--- src/rtl/seg7_scan_driver.sv ---
// Scanned driver for a 4-digit common-anode seven-segment display.
// Double-buffered digit capture with frame-boundary swap, guard interval and leading-zero blanking.
module seg7_scan_driver #(
   parameter int unsigned REFRESH_DIV = 50000,
   parameter int unsigned GUARD       = 16,
   parameter int unsigned BLANK_LEAD  = 1
) (
   input  logic       clk,
   input  logic       rst_n,
   input  logic [3:0] d0,
   input  logic [3:0] d1,
   input  logic [3:0] d2,
   input  logic [3:0] d3,
   input  logic [3:0] dp_en,
   input  logic       load,
   output logic [3:0] an,
   output logic [6:0] seg,
   output logic       dp
);

   localparam int unsigned CNT_W = $clog2(REFRESH_DIV);
   localparam logic [CNT_W-1:0] CNT_MAX = CNT_W'(REFRESH_DIV - 1);
   localparam logic [6:0] SEG_OFF = 7'b1111111;

   typedef struct packed {
      logic [3:0][3:0] dig;
      logic [3:0]      dp_en;
   } frame_t;

   logic [CNT_W-1:0] cnt;
   logic [1:0]       idx;
   frame_t           pend;
   frame_t           act;
   frame_t           in_frame;
   logic             pend_vld;
   logic             wrap;
   logic             boundary;
   logic             in_guard;
   logic [3:0]       blank;
   logic [3:0]       cur_dig;
   logic [3:0]       an_nxt;
   logic [6:0]       seg_nxt;
   logic             dp_nxt;

   // Active-low {g,f,e,d,c,b,a} pattern for a hex digit.
   function automatic logic [6:0] seg_decode(input logic [3:0] code);
      logic [6:0] s;
      case (code)
         4'h0:    s = 7'b1000000;
         4'h1:    s = 7'b1111001;
         4'h2:    s = 7'b0100100;
         4'h3:    s = 7'b0110000;
         4'h4:    s = 7'b0011001;
         4'h5:    s = 7'b0010010;
         4'h6:    s = 7'b0000010;
         4'h7:    s = 7'b1111000;
         4'h8:    s = 7'b0000000;
         4'h9:    s = 7'b0010000;
         4'hA:    s = 7'b0001000;
         4'hB:    s = 7'b0000011;
         4'hC:    s = 7'b1000110;
         4'hD:    s = 7'b0100001;
         4'hE:    s = 7'b0000110;
         default: s = 7'b0001110;
      endcase
      return s;
   endfunction

   assign in_frame = {{d3, d2, d1, d0}, dp_en};
   assign wrap     = (cnt == CNT_MAX);
   assign boundary = wrap && (idx == 2'd3);

   generate
      if (GUARD == 0) begin : g_no_guard
         assign in_guard = 1'b0;
      end else begin : g_guard
         assign in_guard = (cnt < CNT_W'(GUARD));
      end
   endgenerate

   // Slot prescaler and digit index.
   always_ff @(posedge clk or negedge rst_n) begin
      if (!rst_n) begin
         cnt <= '0;
         idx <= '0;
      end else if (wrap) begin
         cnt <= '0;
         idx <= idx + 2'd1;
      end else begin
         cnt <= cnt + CNT_W'(1);
      end
   end

   // Pending/active buffers; active only changes at a frame boundary so a frame never tears.
   always_ff @(posedge clk or negedge rst_n) begin
      if (!rst_n) begin
         pend     <= '0;
         act      <= '0;
         pend_vld <= 1'b0;
      end else if (load && boundary) begin
         act      <= in_frame;
         pend_vld <= 1'b0;
      end else if (load) begin
         pend     <= in_frame;
         pend_vld <= 1'b1;
      end else if (boundary && pend_vld) begin
         act      <= pend;
         pend_vld <= 1'b0;
      end
   end

   // Leading-zero chain from the leftmost digit; digit 0 always shows.
   always_comb begin
      blank    = 4'b0000;
      blank[3] = (BLANK_LEAD != 0) && (act.dig[3] == 4'h0);
      blank[2] = blank[3] && (act.dig[2] == 4'h0);
      blank[1] = blank[2] && (act.dig[1] == 4'h0);
   end

   always_comb begin
      an_nxt  = 4'b1111;
      seg_nxt = SEG_OFF;
      dp_nxt  = 1'b1;
      cur_dig = act.dig[idx];
      if (!in_guard) begin
         an_nxt  = ~(4'b0001 << idx);
         seg_nxt = blank[idx] ? SEG_OFF : seg_decode(cur_dig);
         dp_nxt  = ~act.dp_en[idx];
      end
   end

   always_ff @(posedge clk or negedge rst_n) begin
      if (!rst_n) begin
         an  <= 4'b1111;
         seg <= SEG_OFF;
         dp  <= 1'b1;
      end else begin
         an  <= an_nxt;
         seg <= seg_nxt;
         dp  <= dp_nxt;
      end
   end

endmodule

--- config.mk ---
export PLATFORM = sky130hd
export DESIGN_NAME = seg7_scan_driver
export DESIGN_NICKNAME = d
export VERILOG_FILES = /design/src/rtl/seg7_scan_driver.sv
export SDC_FILE = /design/constraint.sdc
export NUM_CORES = 1
export LEC_CHECK = 0
export ABC_CLOCK_PERIOD_IN_PS = 2050
export BUFFER_PORTS_ARGS = -buffer_cell sky130_fd_sc_hd__buf_2
export CAP_MARGIN = 0
export CORE_MARGIN = 2
export CORE_UTILIZATION = 38
export CTS_BUF_LIST = sky130_fd_sc_hd__clkbuf_8
export DETAILED_ROUTE_END_ITERATION = 10
export RECOVER_POWER = 50
export SYNTH_ARGS = -nofsm -noshare
export SYNTH_HDL_FRONTEND = slang
export SYNTH_SLANG_ARGS = --single-unit
--- constraint.sdc ---
create_clock -name clk -period 2.05 [get_ports clk]
set_input_delay 0.41 -clock clk [delete_from_list [all_inputs] [get_ports clk]]
set_output_delay 0.41 -clock clk [all_outputs]
set_load 0.02 [all_outputs]
* Yosys cells after proc, flatten, opt, wreduce, memory -nomap -nowiden
Memory sizes are Yosys's and may differ from the RTL's. Index checks and enable logic that the tools add are counted.
Cells by class: $add $sub $neg 2, order comparisons 2, eq/ne operators 3, shifts and indexed selects 1, mux-type cells 17, bitwise operators 3, reduce and logical (&&, ||, !) cells 12
Operators with widths (count):
- $mux 20 | 3
- $add 16x1->16 const B | 1
- $eq 16x16->1 const B | 1
- $lt 16x5->1 const B | 1
- $mux 16 | 1
- $mux 7 | 2
- $logic_not 4->1 | 3
- $bmux 4 s2 | 1
- $mux 4 | 2
- $mux 1 | 6
- $logic_and 1x1->1 | 5
- $bmux 1 s2 | 2
- $not 4->4 | 1
- $reduce_and 2->1 | 2
- $shl 1x2->4 const A | 1
- $lt 2x3->1 const B | 1
- $reduce_bool 3->1 | 1
- $add 2x1->2 const B | 1
- $eq 2x2->1 const B | 1
- $ne 2x1->1 const B | 1
- $not 1->1 | 2
- $reduce_bool 2->1 | 1
Word-level totals: register bits after elaboration 71, bits in read-only memories 112, output and inout bits 12, word-level logic and storage cells 57, memories kept 1
Memories:
- (no name shown) | depth 16, bits a word 7, rd ports 1, clocked after Yosys merged registers in 0, wr ports 0, RTL line 48 | case (code)

* Depth between registers and ports, before layout
depth after elaboration 7, gate-level depth with buffers 7, depth with buffers taken out 6

* Worst setup path after synthesis
Ideal clock, no wire load.
kind reg-to-reg, from register cnt[0], to register pend[0] in the netlist's numbering, library setup time 125 ps, arrival time 1870 ps, path slack 55 ps, cell stages (with the launch flop) 7, buffers on the path 1, cells stage by stage dfrtp_1 ha_1 nand3_2 or4_4 o21ai_2 buf_6 mux2_2
On the way: word-level cells in the longest chain between the ends 5
RTL lines:
- start: declaration | RTL line 30 | logic [CNT_W-1:0] cnt;
- start signal: assignment | RTL line 90 | cnt <= cnt + CNT_W'(1);
- $eq 16x16->1 | RTL line 70 | assign wrap = (cnt == CNT_MAX);
- $logic_and 1x1->1 | RTL line 71 | assign boundary = wrap && (idx == 2'd3);
- $logic_and 1x1->1 | RTL line 100 | end else if (load && boundary) begin
- $not 1->1 (no source line)
- $reduce_and 2->1 (no source line)
- end signal: assignment | RTL line 104 | pend <= in_frame;
- end: declaration | RTL line 32 | frame_t pend;
No other way between the ends. A chain may end at the register's enable or synchronous reset.

* Worst setup path after layout
from register cnt[1], to register pend[17] in the netlist's numbering
Same word-level chain as after synthesis.

==> reports/summary.txt <==
========================================================================================
Number of synthesized register bits                                                   71
Pin count of the biggest net entering global routing                                  23
Number of warnings issued by yosys                                                     0
Final Routed Wirelength                                                          7582 um
Endpoint arrival time on the critical path                                       2.21 ns
Area of the die                                                                10530 um2
Worst reg2reg endpoint                                                      pend[17]$_DFFE_PN0P_
Total half-perimeter wirelength after legalization and detailed placement        5175 um
Number of input and output port buffers inserted                                      34
Share of total power in sequential cells                                           47.3%
Post-detailed-route DRC marker count                                                   0
Largest delay contributor family on the critical path                       simple AND/OR/NAND/NOR gates
Maximum net fanout on the critical path                                                5
Register-to-Register Setup Slack                                                 0.07 ns
Post-synth EDFFs                                                                       0
Post-synth design cell area                                                     3696 um2
Drt via density                                                                    5.042
Transition at the pin with the smallest max-transition slack                    1.013 ns
Clock transition at path regs                                                    0.08 ns
Worst-case setup margin in the final layout                                   0.06887 ns
Die boundary height                                                             102.6 um
Average detailed-routed wire length per instance                                15.19 um
Buffers & Inverters on Critical Path                                                   2
Cells traversed along the worst timing path                                 ha_1 > nand3_2 > or4_4 > o21ai_4 > buf_12 > clkbuf_16 > mux2_2
Main synth FF type                                                          sky130_fd_sc_hd__dfrtp_1
Fin crit period                                                                 1.981 ns
Max Transition Viols Final                                                             0
CTS H-Tree Depth                                                                       3
Final worst hold slack                                                         0.2068 ns
Global-route wire length before repair                                          12770 um
Worst relative slew slack                                                         32.47%
Bufs on Longest Clock Path                                                             2
Clock tree sinks                                                                      71
Post-detailed-route count of antenna-violating nets                                    0
Final period utilization                                                          96.64%
Area share of the leading cell type in the synthesized netlist                    39.95%
Total congestion overflow                                                              0
GRT Util Overall                                                                  15.78%
Final Total Pwr                                                                 3.203 mW
Vias in the first global route                                                      2542
Number of nets produced by synthesis                                                 340
Kind of end point of the critical path                                          register
Diode insertion count for antenna repair                                               0
Delay of the slowest cell on the worst path                                      0.44 ns
Routability-driven placement congestion ratio                                     0.8073
Share of async-settable or async-resettable flops after synthesis                 100.0%
Combinational power share                                                           9.8%
Worst Setup Path Type                                                       register to register
Cell with the largest stage delay on the worst path                         sky130_fd_sc_hd__or4_4
R2R depth                                                                              7
Via Count                                                                           2516
Root buffer selected by CTS                                                 sky130_fd_sc_hd__clkbuf_8
Net load switching power                                                       0.7558 mW
Final hold viol count                                                                  0
P_int                                                                           2.448 mW
Clock tree from TritonCTS                                                            yes
Clk network pwr share                                                              42.9%
Cells after Synth                                                                    306
Peak VDD IR                                                                    0.3489 mV
Worst hold-check path type                                                  input port to async pin
Pleak                                                                           1.924 nW
Violation count after the first detailed-route iteration                             118
Achievable Freq                                                                504.8 MHz
I/O pin count                                                                         35
Worst-Skew Late Latency                                                          0.35 ns
Switching Fraction                                                                23.59%
Reg2reg start                                                               cnt[1]$_DFF_PN0_
Site Rows                                                                             35
Initial core utilization                                                          39.62%
Crit path required time                                                          2.28 ns
Syn avg cell area                                                              12.08 um2
Pwr Density                                                                 711.6 nW/um2
Max-capacitance violation count                                                        0
Fraction of the yosys area taken by sequential cells                              48.48%
Layout overhead on the synthesized area                                           21.80%
Cell accounting for the most synthesized area                               sky130_fd_sc_hd__dfrtp_1
Largest cells by area after synthesis                                       sky130_fd_sc_hd__dfrtp_1 40%, sky130_fd_sc_hd__dfstp_2 8.5%, sky130_fd_sc_hd__mux2_2 6.4%
Result of the run                                                           complete, no violations
Kind of start point of the critical path                                        register
Hold_buf cts                                                                           0
Worst clock skew                                                             0.009400 ns
Worst slack, placed                                                           0.02285 ns
Final layout net count                                                               399
Die width                                                                       102.6 um
Number of distinct standard cells referenced by the synthesized netlist               50
Ratio of cells with drive above 1 in the final layout                             36.49%
Standard cell core area                                                         9328 um2
Number of buffers created by CTS                                                       9
1st-pass router iterations                                                             4
Setup violations, final                                                                0
Initial antenna violation count                                                        0
========================================================================================
## what timing repair did
action                                 in CTS  in global routing
resized for setup                           0                  6
endpoints found under the hold margin       0                  0
buffers inserted                            0                  1
setup endpoints to repair                   0                 21
## stage by stage
step	TNS (ns)	cells	area, um2	utilization, %
finish	0	499	4502	48.26
global route	-0.006404	499	4502	48.26
CTS	0	495	4420	47.39
detailed placement	0	479	4175	44.76
global placement	0	479	4175	44.76
floorplan	0	306	3696	-
## placed cells by master, fill, tap and decap left out, drive strengths merged, types with 12 or more instances in the layout
master,netlist,routed
mux2i,16,16
clkbuf,6,16
buf,7,52
mux2,22,22
nand2,27,27
dfstp,12,12
a2bb2oi,16,16
dfrtp,59,59
nand2b,17,17
nor2,13,13
## worst max path at each step
| stage | startpoint | cells after the start | end | slack, ns |
|---|---|---|---|---|
| after floorplan | cnt[0]$_DFF_PN0_ | 6 | pend[0]$_DFFE_PN0P_ | 0.06 |
| final | cnt[1]$_DFF_PN0_ | 7 | pend[17]$_DFFE_PN0P_ | 0.07 |
| after detailed placement | cnt[1]$_DFF_PN0_ | 6 | pend[18]$_DFFE_PN0P_ | 0.02 |
| after global placement | cnt[1]$_DFF_PN0_ | 6 | pend[5]$_DFFE_PN0P_ | 0.06 |
| after CTS | cnt[1]$_DFF_PN0_ | 6 | pend[3]$_DFFE_PN0P_ | 0.006 |
| after global routing | cnt[1]$_DFF_PN0_ | 7 | pend[0]$_DFFE_PN0P_ | -0.004 |
## kinds of logic after synthesis
kind of cell	share of synthesized area, %
simple gates	14.93
flops	48.48
compound gates	10.83
mux	14.69
buf+inv	3.080
xor+xnor	4.265
fa+ha+maj	3.724
## synthesized netlist by cell type (all sizes together) (3+ instances only)
cell and number:
dfrtp 59, nand2 27, mux2 22, nand2b 17, a2bb2oi 16, mux2i 16, nor2 13, dfstp 12
ha 11, xor2 11, nand3 9, o21ai 8, buf 7, inv 7, nor4 7, o211ai 7
xnor2 7, clkbuf 6, mux4 6, a21oi 5, o31a 5, and3 4, nand4 4, nor3 3
or2 3
## metal layers
layer	part of all wire [%]	vias to the layer above	track usage (%)
met5	0	-	0
met4	0.88	0	5.846
li1	-	1225	-
met3	4.1	5	3.525
met2	46	54	23.03
met1	49	1232	23.02
## state kept, by name (all words and copies together) (netlist names)
signal / flops
cnt: 16
an: 4
dp: 1
act: 20
idx: 2
pend: 20
pend_vld: 1
seg: 7
## power by group through the flow
stage / Clock (mW) / Sequential [mW] / Combinational [mW]
floorplan: 0 / 1.55 / 0.182
global placement: 0 / 1.54 / 0.299
detailed placement: 0 / 1.54 / 0.306
CTS: 1.42 / 1.51 / 0.307
global route: 1.50 / 1.53 / 0.351
finish: 1.37 / 1.51 / 0.315
## final cells by class
cell class,instances,area [um2]
clock buffers,9,123.9
clock inverters,7,121.4
fillers,877,4826
inverters,7,26.28
multi-input cells,215,1812
flip-flops and latches,71,1793
well taps,129,161.4
repair buffers,61,464.2
No activity file was read; power rests on OpenSTA's default activity.
